$ cat src/rtl/instr_word_encoder.sv
// Packs decoded instruction fields into 32-bit words and streams them, with addresses,
// through a small FIFO toward instruction memory. Optional ENC_COUNT_EN builds the emitted-word counter.
module instr_word_encoder #(
  parameter int ADDR_W     = 12,
  parameter int FIFO_DEPTH = 2
) (
  input  logic              clk,
  input  logic              reset_n,
  input  logic              in_valid,
  output logic              in_ready,
  input  logic [3:0]        fmt,
  input  logic [3:0]        fn,
  input  logic [3:0]        rd,
  input  logic [3:0]        rs1,
  input  logic [3:0]        rs2,
  input  logic [15:0]       imm,
  output logic              out_valid,
  input  logic              out_ready,
  output logic [31:0]       out_word,
  output logic [ADDR_W-1:0] out_addr,
  input  logic              base_load,
  input  logic [ADDR_W-1:0] base_addr,
  output logic              err_flag,
  input  logic              err_clr,
  output logic [7:0]        err_count,
  output logic [15:0]       instr_count
);

  localparam int PW = (FIFO_DEPTH > 1) ? $clog2(FIFO_DEPTH) : 1;
  localparam int CW = $clog2(FIFO_DEPTH + 1);

  logic [31:0]   mem [FIFO_DEPTH];
  logic [PW-1:0] wr_ptr, rd_ptr;
  logic [CW-1:0] count, count_nxt;
  logic          legal, accept, push, pop;
  logic [31:0]   enc_word;

  // Field packing by format; the low byte is always the opcode {fn,fmt}.
  always_comb begin
    legal    = 1'b1;
    enc_word = {24'd0, fn, fmt};
    case (fmt)
      4'b0000, 4'b0010:
        enc_word = {rd, rs1, rs2, 12'd0, fn, fmt};
      4'b1000:
        enc_word = (fn == 4'b1011) ? {rd, 4'd0, imm, fn, fmt} : {rd, rs1, imm, fn, fmt};
      4'b1010, 4'b1001, 4'b1011:
        enc_word = {rd, rs1, imm, fn, fmt};
      4'b0101, 4'b0110:
        enc_word = {rs1, rs2, imm, fn, fmt};
      default:
        legal = 1'b0;
    endcase
  end

  assign accept    = in_valid & in_ready;
  assign push      = accept & legal;
  assign out_valid = (count != '0);
  assign pop       = out_valid & out_ready;
  assign out_word  = out_valid ? mem[rd_ptr] : 32'd0;

  always_comb begin
    count_nxt = count;
    case ({push, pop})
      2'b10:   count_nxt = count + CW'(1);
      2'b01:   count_nxt = count - CW'(1);
      default: count_nxt = count;
    endcase
  end

  // in_ready is registered from the post-edge occupancy, so a full FIFO never passes through.
  always_ff @(posedge clk or negedge reset_n) begin
    if (!reset_n) begin
      count    <= '0;
      wr_ptr   <= '0;
      rd_ptr   <= '0;
      in_ready <= 1'b0;
    end else begin
      count    <= count_nxt;
      in_ready <= (count_nxt < CW'(FIFO_DEPTH));
      if (push) wr_ptr <= wr_ptr + PW'(1);
      if (pop)  rd_ptr <= rd_ptr + PW'(1);
    end
  end

  always_ff @(posedge clk) begin
    if (push) mem[wr_ptr] <= enc_word;
  end

  // base_load takes priority over the post-pop increment.
  always_ff @(posedge clk or negedge reset_n) begin
    if (!reset_n) begin
      out_addr <= '0;
    end else if (base_load) begin
      out_addr <= base_addr;
    end else if (pop) begin
      out_addr <= out_addr + ADDR_W'(1);
    end
  end

  // A new illegal format outranks a same-cycle clear.
  always_ff @(posedge clk or negedge reset_n) begin
    if (!reset_n) begin
      err_flag  <= 1'b0;
      err_count <= 8'd0;
    end else if (accept && !legal) begin
      err_flag  <= 1'b1;
      if (err_clr)                err_count <= 8'd1;
      else if (err_count != 8'hFF) err_count <= err_count + 8'd1;
    end else if (err_clr) begin
      err_flag  <= 1'b0;
      err_count <= 8'd0;
    end
  end

`ifdef ENC_COUNT_EN
  always_ff @(posedge clk or negedge reset_n) begin
    if (!reset_n)  instr_count <= 16'd0;
    else if (pop)  instr_count <= instr_count + 16'd1;
  end
`else
  assign instr_count = 16'd0;
`endif

endmodule
$ cat config.mk
export PLATFORM = sky130hd
export DESIGN_NAME = instr_word_encoder
export DESIGN_NICKNAME = d
export VERILOG_FILES = /design/src/rtl/instr_word_encoder.sv
export SDC_FILE = /design/constraint.sdc
export NUM_CORES = 1
export LEC_CHECK = 0
export ABC_CLOCK_PERIOD_IN_PS = 2800
export BUFFER_PORTS_ARGS = -buffer_cell sky130_fd_sc_hd__buf_2
export CAP_MARGIN = 0
export CORE_UTILIZATION = 30
export CTS_CLUSTER_SIZE = 40
export DETAILED_ROUTE_END_ITERATION = 10
export GPL_ROUTABILITY_DRIVEN = 0
export PLACE_DENSITY = 0.6
export SLEW_MARGIN = 20
export SYNTH_ARGS = -nofsm -noshare
export SYNTH_HDL_FRONTEND = slang
export SYNTH_SLANG_ARGS = --single-unit
$ cat constraint.sdc
create_clock -name clk -period 2.8 [get_ports clk]
set_clock_uncertainty 0.15 [all_clocks]
set_input_delay 0.14 -clock clk [delete_from_list [all_inputs] [get_ports clk]]
set_output_delay 0.14 -clock clk [all_outputs]
set_load 0.03 [all_outputs]
==> flow_summary_export.csv, run 1 <==
group,metric,value,unit
yosys,syn_area,0.00424,mm^2
yosys,ys_seq_area_frac,0.607,
critical_path,cp.arrival,2.10,ns
critical_path,crit_path_frequent_cell,"buf_4",
yosys,async_flop_share,0.289,
clock_tree,cts_setup_buffers,0,
routing,dr_wl_met2,4.84,mm
grt,track_usage,0.137,
critical_path,crit_buf_inv,4,
layout,nets,550,
yosys,synth_edf_count,64,
grt,grt_max_degree,34,
critical_path,crit_path_start_kind,"input port",
timing,tns,0,ns
timing,fin_crit,2.26,ns
timing,timing.final.ws_setup,0.537,ns
timing,worst_pin_slew,0.675,ns
routing,drtIter0Drc,182,
layout,drive_above_1_share,0.281,
clock_tree,cts_inserted_buffers,9,
power_and_ir_drop,p_clk_frac,0.254,
routing,wl_met3,526,um
placed_design,pre_cts_ws,0.748,ns
layout,area_growth,32.3,%
routing,first_pass_iters,4,
yosys,synthFlopType,"edfxtp_1",
critical_path,worst_path_largest_cell_delay,0.54,ns
floorplan,die_w,121,um
critical_path,path_cells,"dlygate4sd3_1 > buf_2 > nand2b_1 > a32oi_1 > buf_4 > nand2_1 > nor2_4 > buf_4",
placed_design,dp_hpwl,6.70,mm
clock_tree,cts_buffer_depth,2,
yosys,syn_inst,344,
clock_tree,cts_tree,"yes",
power_and_ir_drop,swShare,0.395,
critical_path,worstPathMaxFanout,32,
routing,avgViaCountPerCell,4.54,
power_and_ir_drop,ir_worst_vdd,310,uV
floorplan,ios,125,
routing,wl_per_cell,14.4,um
clock_tree,clkLatencyLatePin,0.34,ns
timing,final_max_slew_viol_count,0,
critical_path,slowest_stage,"dlygate4sd3_1",
timing,hold_violations,0,
clock_tree,cts_root_buffer,"clkbuf_16",
min_path,worstHoldPathType,"in -> reg",
floorplan,start_util,0.306,
routing,wirelength,9.74,mm
floorplan,die_h,121,um
grt,overflow,0,
clock_tree,clkSlewWorstSetupHoldPaths,0.06,ns
power_and_ir_drop,p_comb_frac,0.372,
run_status,status,"completed",
routing,topRoutingLayerUsed,"met4",
critical_path,required,2.63,ns
power_and_ir_drop,power_per_cell_area,859,mW/mm^2
routing,drc,0,
timing,fmax,0.442,GHz
yosys,yosysWarnings,0,
routing,met1Wirelength,4.09,mm
floorplan,die_area,0.0146,mm^2
power_and_ir_drop,switchingPower,1.90,mW
power_and_ir_drop,p_seq_frac,0.375,
critical_path,criticalPathCategory,"in -> reg",
grt,grt_pass1_wl,15.4,mm
layout,final_common_cell,"buf_2",
floorplan,row_count,43,
timing,grt_setup_unrepaired,"no",
clock_tree,cts_sinks,90,
yosys,synth-seq-cells,90,
critical_path,endpoint_kind,"flip-flop",
layout,diodes,0,
routing,ant_nets,0,
grt,first_global_vias,3102,
routing,num_vias,3081,
timing,max_slew_margin,0.550,
layout,mostFrequentLayoutCells,"buf_2, edfxtp_1, nor2_1, dlygate4sd3_1, mux2i_1",
flow_run,cap_violations,0,
critical_path,path_delay_family,"buffers and inverters",
timing,fin_crit_sh,0.808,
yosys,syn_area_per_cell,12.3,um^2
clock_tree,cts-htree-levels,3,
floorplan,core_area,0.0138,mm^2
layout,fillers,1320,
grt,antenna_found_initial,0,
power_and_ir_drop,internal-power,2.91,mW
placed_design,numPortBuffers,108,
layout,post-route-util,0.405,
power_and_ir_drop,p_leak,2.36,nW
yosys,yosysUniqueCellTypes,45,
timing,setup_viol,0,
[timing repair]
action                    4_1_cts  5_1_grt
hold endpoints to repair       92        0
resized for setup               0        0
hold buffers                   39        0
[synth_stat cells, drive strengths merged, types with 6 or more instances]
library cell   n  area (um^2)
nand2         23         86.3
mux2i         34          340
clkbuf         6         22.5
xnor2         12          105
nor3           6         35.0
buf           23          173
inv           12         45.0
dfrtp         26          651
a22o           8         70.1
nor2          41          154
and2          14         87.6
o21ai         17         88.8
edfxtp        64         1920
[flip-flops by register name, indices dropped and copies added (netlist names), named ones only]
name / cells
mem: 64
out_addr: 12
err_count: 8
count: 1
err_flag: 1
in_ready: 1
rd_ptr: 1
wr_ptr: 1
[logic make-up after synthesis]
group / share of synthesized area
adders and majority gates: 0.00886
muxes: 0.0830
other: 0.000885
and+or+nand+nor: 0.129
AOI/OAI and AO/OA: 0.0797
DFF: 0.607
buffers and inverters: 0.0567
xor gates and xnor gates: 0.0348
[final timing paths]
check,slack [ns],start,to,cells past startpoint
max,0.54,fmt[2],mem[0][18],8
min,0.007,rd[1],mem[1][29],2
max reg2reg,0.80,count[0],in_ready,6
min reg2reg,0.38,err_flag,err_flag,2
max in group asynchronous,1.85,reset_n,rd_ptr,2
min in group asynchronous,0.21,reset_n,out_addr[5],2
[worst reg2reg max path: cells and delay by family, from the launching register on]
| kind | cells | cell delay, ns |
|---|---|---|
| compound gates | 1 | 0.34 |
| xor+xnor | 1 | 0.20 |
| fa+ha+maj | 1 | 0.35 |
| buf+inv | 2 | 0.27 |
| flops | 1 | 0.46 |
| simple gates | 1 | 0.13 |
[final cells by class]
class	instances	area [um^2]	area share
clock buffers	10	229	0.0408
repair buffers	152	968	0.173
inverters	12	45.0	0.00804
multi-input cells	228	1490	0.266
flip-flops and latches	90	2570	0.459
well taps	180	225	0.0402
clock inverters	6	72.6	0.0129
[per-layer routing]
layer,vias to the layer above,global-route usage
met1,1429,0.161
met4,0,0.0625
met5,-,0
li1,1515,-
met2,113,0.238
met3,24,0.0315
[power by group through the flow]
| stage | clock network [mW] | registers (mW) | logic [mW] |
|---|---|---|---|
| floorplan | 0 | 1.80 | 1.27 |
| detailed placement | 0 | 1.84 | 1.77 |
| global route | 1.31 | 1.83 | 1.94 |
| global placement | 0 | 1.83 | 1.75 |
| finish | 1.22 | 1.80 | 1.79 |
| CTS | 1.25 | 1.81 | 1.82 |
[metrics by stage]
| step | total power, mW | instance area, um^2 | std cells | hold WS [ns] |
|---|---|---|---|---|
| after detailed placement | 3.61 | 4910 | 623 | 0.0410 |
| final | 4.81 | 5610 | 678 | 0.00709 |
| after global routing | 5.08 | 5610 | 678 | 0.00843 |
| after floorplan | 3.07 | 4300 | 359 | -0.306 |
| after global placement | 3.58 | 4910 | 623 | 0.0404 |
| after CTS | 4.88 | 5610 | 678 | 0.000702 |
No activity file was read; power rests on OpenSTA's default activity.
==> run 2: changes to the inputs <==
--- a/config.mk
+++ b/config.mk
@@ -5,7 +5,8 @@
 export SDC_FILE = /design/constraint.sdc
 export NUM_CORES = 1
 export LEC_CHECK = 0
-export ABC_CLOCK_PERIOD_IN_PS = 2800
+export ABC_AREA = 1
+export ABC_CLOCK_PERIOD_IN_PS = 2400
 export BUFFER_PORTS_ARGS = -buffer_cell sky130_fd_sc_hd__buf_2
 export CAP_MARGIN = 0
 export CORE_UTILIZATION = 30
==> constraint.sdc (replaced) <==
create_clock -name clk -period 2.4 [get_ports clk]
set_clock_uncertainty 0.15 [all_clocks]
set_input_delay 0.12 -clock clk [delete_from_list [all_inputs] [get_ports clk]]
set_output_delay 0.12 -clock clk [all_outputs]
set_load 0.03 [all_outputs]
==> run 2 against run 1 <==
Sequential share of layout area down 2.9 points. Core utilization increased by 0.61 points. Via count up 22%. Hold slack better by 0.0050 ns. Sequential power rose by 12%. Cell count rose by 24%. Critical endpoint is now mem[1][24].
==> flow_summary_export.csv, run 2 <==
group,metric,value,unit
run_status,status,"completed",
yosys,ys_seq_area_frac,0.577,
clock_tree,cts_inserted_buffers,9,
grt,track_usage,0.153,
floorplan,core_area,0.0145,mm^2
routing,ant_nets,0,
floorplan,ios,125,
grt,grt_pass1_wl,17.7,mm
clock_tree,cts_sinks,90,
clock_tree,cts-hold-fix-buffers,49,
routing,wirelength,11.3,mm
timing,hold_violations,0,
layout,nets,706,
routing,drtIter0Drc,256,
yosys,yosysWarnings,0,
critical_path,path_delay_family,"buffers and inverters",
layout,largest_register_ffs,64,
min_path,worstHoldPathType,"in -> reg",
min_path,hold-path-endpoint,"out_addr[2]",
floorplan,start_util,0.307,
timing,final_max_slew_viol_count,0,
critical_path,timing.rr.end,"in_ready",
yosys,syn_inst,487,
yosys,yosys.area_share.xor_xnor,0.0157,
yosys,synth_edf_count,64,
yosys,yosysMostFrequentCell,"nand2_1",
min_path,min_from,"base_load",
grt,first_global_vias,3633,
min_path,min_path_cells,3,
critical_path,cp.arrival,2.28,ns
critical_path,endpoint_kind,"flip-flop",
layout,top_register,"mem",
critical_path,path_cells,"dlygate4sd3_1 > buf_2 > inv_1 > nand3b_1 > o21ai_1 > nand2_1 > nand2_1 > dlygate4sd3_1",
timing,max_slew_margin,0.569,
flow_run,cap_violations,0,
power_and_ir_drop,power_per_cell_area,989,mW/mm^2
timing,grt_setup_unrepaired,"no",
timing,timing.final.ws_setup,0.177,ns
layout,mostFrequentLayoutCells,"nand2_1, buf_2, edfxtp_1",
layout,diodes,0,
critical_path,required,2.46,ns
critical_path,worstPathMaxFanout,5,
placed_design,numPortBuffers,108,
yosys,syn_area,0.00446,mm^2
layout,final_common_cell,"nand2_1",
critical_path,slowest_stage,"dlygate4sd3_1",
clock_tree,cts_setup_buffers,0,
grt,overflow,0,
layout,top_regs,"mem: 64 flops, out_addr: 12 flops, err_count: 8 flops",
critical_path,rrSetupSlack,0.56,ns
yosys,synth_top_family_by_area,"simple AND/OR/NAND/NOR gates",
timing,setup_viol,0,
layout,drive_above_1_share,0.234,
floorplan,die_w,124,um
timing,fmax,0.450,GHz
floorplan,die_area,0.0153,mm^2
timing,fin_crit,2.22,ns
yosys,synthFlopType,"edfxtp_1",
routing,drc,0,
yosys,yosysTopAreaCell,"edfxtp_1",
grt,antenna_found_initial,0,
yosys,synth-seq-cells,90,
power_and_ir_drop,p_leak,2.77,nW
floorplan,die_h,124,um
yosys,synth.area.mux_share,0,
routing,avgViaCountPerCell,4.50,
critical_path,crit_path_start_kind,"input port",
yosys,syn_area_per_cell,9.15,um^2
clock_tree,cts_tree,"yes",
grt,grt_max_degree,34,
yosys,synth-adder-area-share,0.00842,
timing,fin_crit_sh,0.926,
yosys,synth_top_area_frac,0.431,
yosys,async_flop_share,0.289,
critical_path,crit_buf_inv,4,
clock_tree,clkSlewWorstSetupHoldPaths,0.07,ns
floorplan,row_count,44,
timing,worst_pin_slew,0.647,ns
yosys,yosys.area_share.simple,0.235,
routing,wl_per_cell,13.4,um
critical_path,r2r-start,"in_ready",
yosys,yosysUniqueCellTypes,33,
clock_tree,cts-htree-levels,3,
critical_path,worst_path_largest_cell_delay,0.56,ns
routing,first_pass_iters,4,
power_and_ir_drop,ir_worst_vdd,397,uV
clock_tree,cts_buffer_depth,2,
placed_design,pre_cts_ws,0.434,ns
yosys,synth-compound-area-share,0.0733,
critical_path,reg2regPathDepth,8,
critical_path,criticalPathCategory,"in -> reg",
clock_tree,clkLatencyLatePin,0.34,ns
placed_design,dp_hpwl,7.60,mm
clock_tree,ctsResizeCount,0,
timing,tns,0,ns
yosys,synthTopCellsByCount,"nand2_1, edfxtp_1, inv_1",
clock_tree,cts_root_buffer,"clkbuf_16",
routing,num_vias,3768,
yosys,synth.area.top_cells,"edfxtp_1, dfrtp_1, nand2_1",
layout,area_growth,34.2,%
==> run 2: cell types whose count changed after synthesis, moves of 8 or more <==
cell / delta
nand2_1: +136
xnor2_1: -10
nor2_1: -9
mux2i_1: -34
and2_1: -14
a22o_1: -8
a21oi_1: +32
nand3_1: +21
inv_1: +41
==> run 2: metrics by stage <==
stage               hold slack, ns  power [mW]  instances  utilization  cell area (um^2)
floorplan                   -0.326        3.71        502            -              4510
global placement            0.0439        4.41        773        0.357              5180
detailed placement          0.0477        4.44        773        0.357              5180
CTS                       0.000135        6.00        838        0.412              5980
global route                0.0545        6.28        838        0.412              5980
finish                      0.0121        5.92        838        0.412              5980
==> run 2: cells by family after synthesis <==
group,Yosys count
simple gates,239
xor+xnor,8
buf+inv,86
fa+ha+maj,3
flops,90
compound gates,60
other cells,1
==> run 2: worst max-delay path by stage <==
stage             start          to  slack, ns  cells past startpoint
3_5_place_dp     fmt[2]    in_ready       0.43                     11
4_1_cts          fmt[2]  mem[1][24]       0.17                      8
6_report         fmt[2]  mem[1][24]       0.18                      8
5_1_grt          fmt[2]  mem[1][24]       0.04                      8
2_1_floorplan  in_ready   mem[1][0]       0.11                      4
3_3_place_gp     fmt[2]    in_ready       0.51                     11
==> run 2: where the power goes <==
part / total [mW] / leakage [nW] / internal [mW] / switching [mW]
Combinational: 2.44 / 1.71 / 0.684 / 1.76
Sequential: 2.01 / 0.916 / 1.88 / 0.127
Clock: 1.47 / 0.151 / 0.826 / 0.640
==> run 2: cell type report <==
class	instances	area, um^2
clock buffer	9	225
multi-input combinational	326	1560
sequential	90	2570
timing repair buffer	165	1100
fill	1461	8550
inverter	57	214
clock inverter	7	80.1
tap	184	230
==> run 2: routing by layer <==
layer  wire [um]  vias to the layer above  global-route usage
li1            -                     1874                   -
met2        5470                      117               0.265
met1        4950                     1765               0.185
met4         178                        0              0.0587
met3         658                       12              0.0339
met5           0                        -                   0
==> run 2: tightest hold or removal path, cell delays in order <==
cell and delay (ns):
buf_2 0.18, nor2_1 0.10, a21oi_1 0.07
==> run 3: changes to the inputs <==
--- a/config.mk
+++ b/config.mk
@@ -5,7 +5,7 @@
 export SDC_FILE = /design/constraint.sdc
 export NUM_CORES = 1
 export LEC_CHECK = 0
-export ABC_AREA = 1
+export ABC_AREA = 0
 export ABC_CLOCK_PERIOD_IN_PS = 2400
 export BUFFER_PORTS_ARGS = -buffer_cell sky130_fd_sc_hd__buf_2
 export CAP_MARGIN = 0
@@ -14,6 +14,7 @@
 export DETAILED_ROUTE_END_ITERATION = 10
 export GPL_ROUTABILITY_DRIVEN = 0
 export PLACE_DENSITY = 0.6
+export REMOVE_ABC_BUFFERS = 1
 export SLEW_MARGIN = 20
 export SYNTH_ARGS = -nofsm -noshare
 export SYNTH_HDL_FRONTEND = slang
==> run 3 against run 2 <==
Clock-buffer cell count is the same. Combinational power shrank 9.4%. Non-clock buffer count grew 1. Cell area shrank 3.4%. Maximum frequency shrank 4.4%. Largest cell class unchanged. Highest routed layer unchanged.
==> flow_summary_export.csv, run 3 (synthesis gave the netlist of run 1 again) <==
group,metric,value,unit
run_status,status,"completed",
clock_tree,cts_root_buffer,"clkbuf_16",
critical_path,crit_path_start_kind,"input port",
clock_tree,cts_inserted_buffers,9,
floorplan,die_h,121,um
layout,nets,564,
grt,antenna_found_initial,0,
layout,top_regs,"mem: 64 flops, out_addr: 12 flops, err_count: 8 flops",
clock_tree,cts_setup_buffers,0,
timing,fin_crit_sh,0.969,
layout,final_common_cell,"buf_2",
placed_design,placed_cells,624,
floorplan,core_area,0.0138,mm^2
critical_path,endpoint_kind,"flip-flop",
layout,largest_register_ffs,64,
placed_design,numPortBuffers,108,
min_path,worstHoldPathType,"in -> reg",
grt,first_global_vias,3206,
layout,drive_above_1_share,0.278,
critical_path,cp.arrival,2.26,ns
timing,setup_viol,0,
floorplan,start_util,0.306,
routing,avgViaCountPerCell,4.61,
timing,max_slew_margin,0.607,
grt,grt_pass1_wl,15.7,mm
layout,post-route-util,0.418,
clock_tree,cts_sinks,90,
placed_design,place_area,0.00496,mm^2
layout,diodes,0,
critical_path,criticalPathCategory,"in -> reg",
grt,overflow,0,
routing,wl_per_cell,14.3,um
floorplan,die_w,121,um
critical_path,worstPathMaxFanout,8,
power_and_ir_drop,total_power,5.65,mW
power_and_ir_drop,power_per_cell_area,978,mW/mm^2
routing,drtIter0Drc,151,
grt,track_usage,0.141,
timing,final_max_slew_viol_count,0,
layout,area_growth,36.3,%
critical_path,reg2regPathDepth,7,
critical_path,required,2.33,ns
power_and_ir_drop,ir_worst_vdd,372,uV
routing,drc,0,
layout,top_register,"mem",
timing,fmax,0.430,GHz
placed_design,dp_hpwl,6.76,mm
clock_tree,cts_tree,"yes",
flow_run,cap_violations,0,
clock_tree,clkSlewWorstSetupHoldPaths,0.07,ns
routing,ant_nets,0,
power_and_ir_drop,p_leak,2.42,nW
routing,num_vias,3186,
clock_tree,cts-htree-levels,3,
clock_tree,cts_buffer_depth,2,
clock_tree,clkLatencyLatePin,0.34,ns
routing,first_pass_iters,4,
timing,fin_crit,2.33,ns
grt,grt_max_degree,34,
timing,tns,0,ns
floorplan,ios,125,
routing,wirelength,9.87,mm
timing,worst_pin_slew,0.590,ns
min_path,min_path_cells,3,
layout,mostFrequentLayoutCells,"buf_2, edfxtp_1, dlygate4sd3_1",
timing,hold_violations,0,
floorplan,row_count,43,
layout,stdcell_count,691,
layout,final_area,0.00578,mm^2
floorplan,die_area,0.0146,mm^2
[run 3: changes by cell type in the layout (fill, tap and decap cells not counted), sizes merged, moves of 4 or more]
cell | before | now
nand2 | 164 | 23
a32oi | 0 | 5
nor3 | 2 | 6
a22o | 0 | 8
inv | 62 | 13
mux2i | 0 | 34
nor4 | 0 | 4
and2 | 0 | 14
xnor2 | 2 | 12
a21oi | 36 | 4
nand3 | 28 | 5
[run 3: metrics by stage]
step | setup slack [ns] | hold WS [ns]
floorplan | -0.664 | -0.326
global route | -0.0340 | 0.0154
CTS | 0.0283 | 0.00559
finish | 0.0745 | 0.0117
detailed placement | 0.385 | 0.0132
global placement | 0.464 | 0.0105
[run 3: power breakdown]
group          internal (mW)  switching (mW)  leakage [nW]  total (mW)
sequential              1.89           0.167         0.917        2.06
clock                  0.804           0.584         0.138        1.39
combinational          0.750            1.46          1.37        2.21
total                   3.44            2.21          2.42        5.65
[run 3: path summary, 6_finish.rpt]
| path | from | to | slack, ns |
|---|---|---|---|
| max in group asynchronous | reset_n | rd_ptr | 1.51 |
| min in group asynchronous | reset_n | out_addr[9] | 0.17 |
| hold / removal | imm[12] | mem[0][20] | 0.01 |
| setup reg to reg | count[0] | in_ready | 0.46 |
| hold reg to reg | err_flag | err_flag | 0.39 |
| setup / recovery | fmt[0] | mem[1][24] | 0.07 |
[run 3: cell type report]
class | instances | area [um^2]
fill | 1320 | 8050
tap | 180 | 225
timing repair buffer | 166 | 1140
clock inverter | 6 | 67.6
inverter | 12 | 45.0
sequential | 90 | 2570
multi-input combinational | 228 | 1500
clock buffer | 9 | 225
[run 3: worst max-delay path, cell delays in order]
cell and delay [ns]:
dlygate4sd3_1 0.55, buf_2 0.18, nor4b_2 0.28, nand4_1 0.13, and2_1 0.22, a22o_1 0.20
dlygate4sd3_1 0.57
[run 3: timing repair]
item | CTS | global route
endpoints found under the setup margin | 0 | 2
hold buffers | 52 | 0
hold endpoints to repair | 103 | 0
gates resized for setup | 0 | 1
[run 3: routing by layer]
layer | wire (um) | up-vias | GRT usage
li1 | - | 1542 | -
met1 | 4340 | 1528 | 0.168
met2 | 4860 | 100 | 0.241
met3 | 479 | 16 | 0.0362
met4 | 185 | 0 | 0.0571
met5 | 0 | - | 0
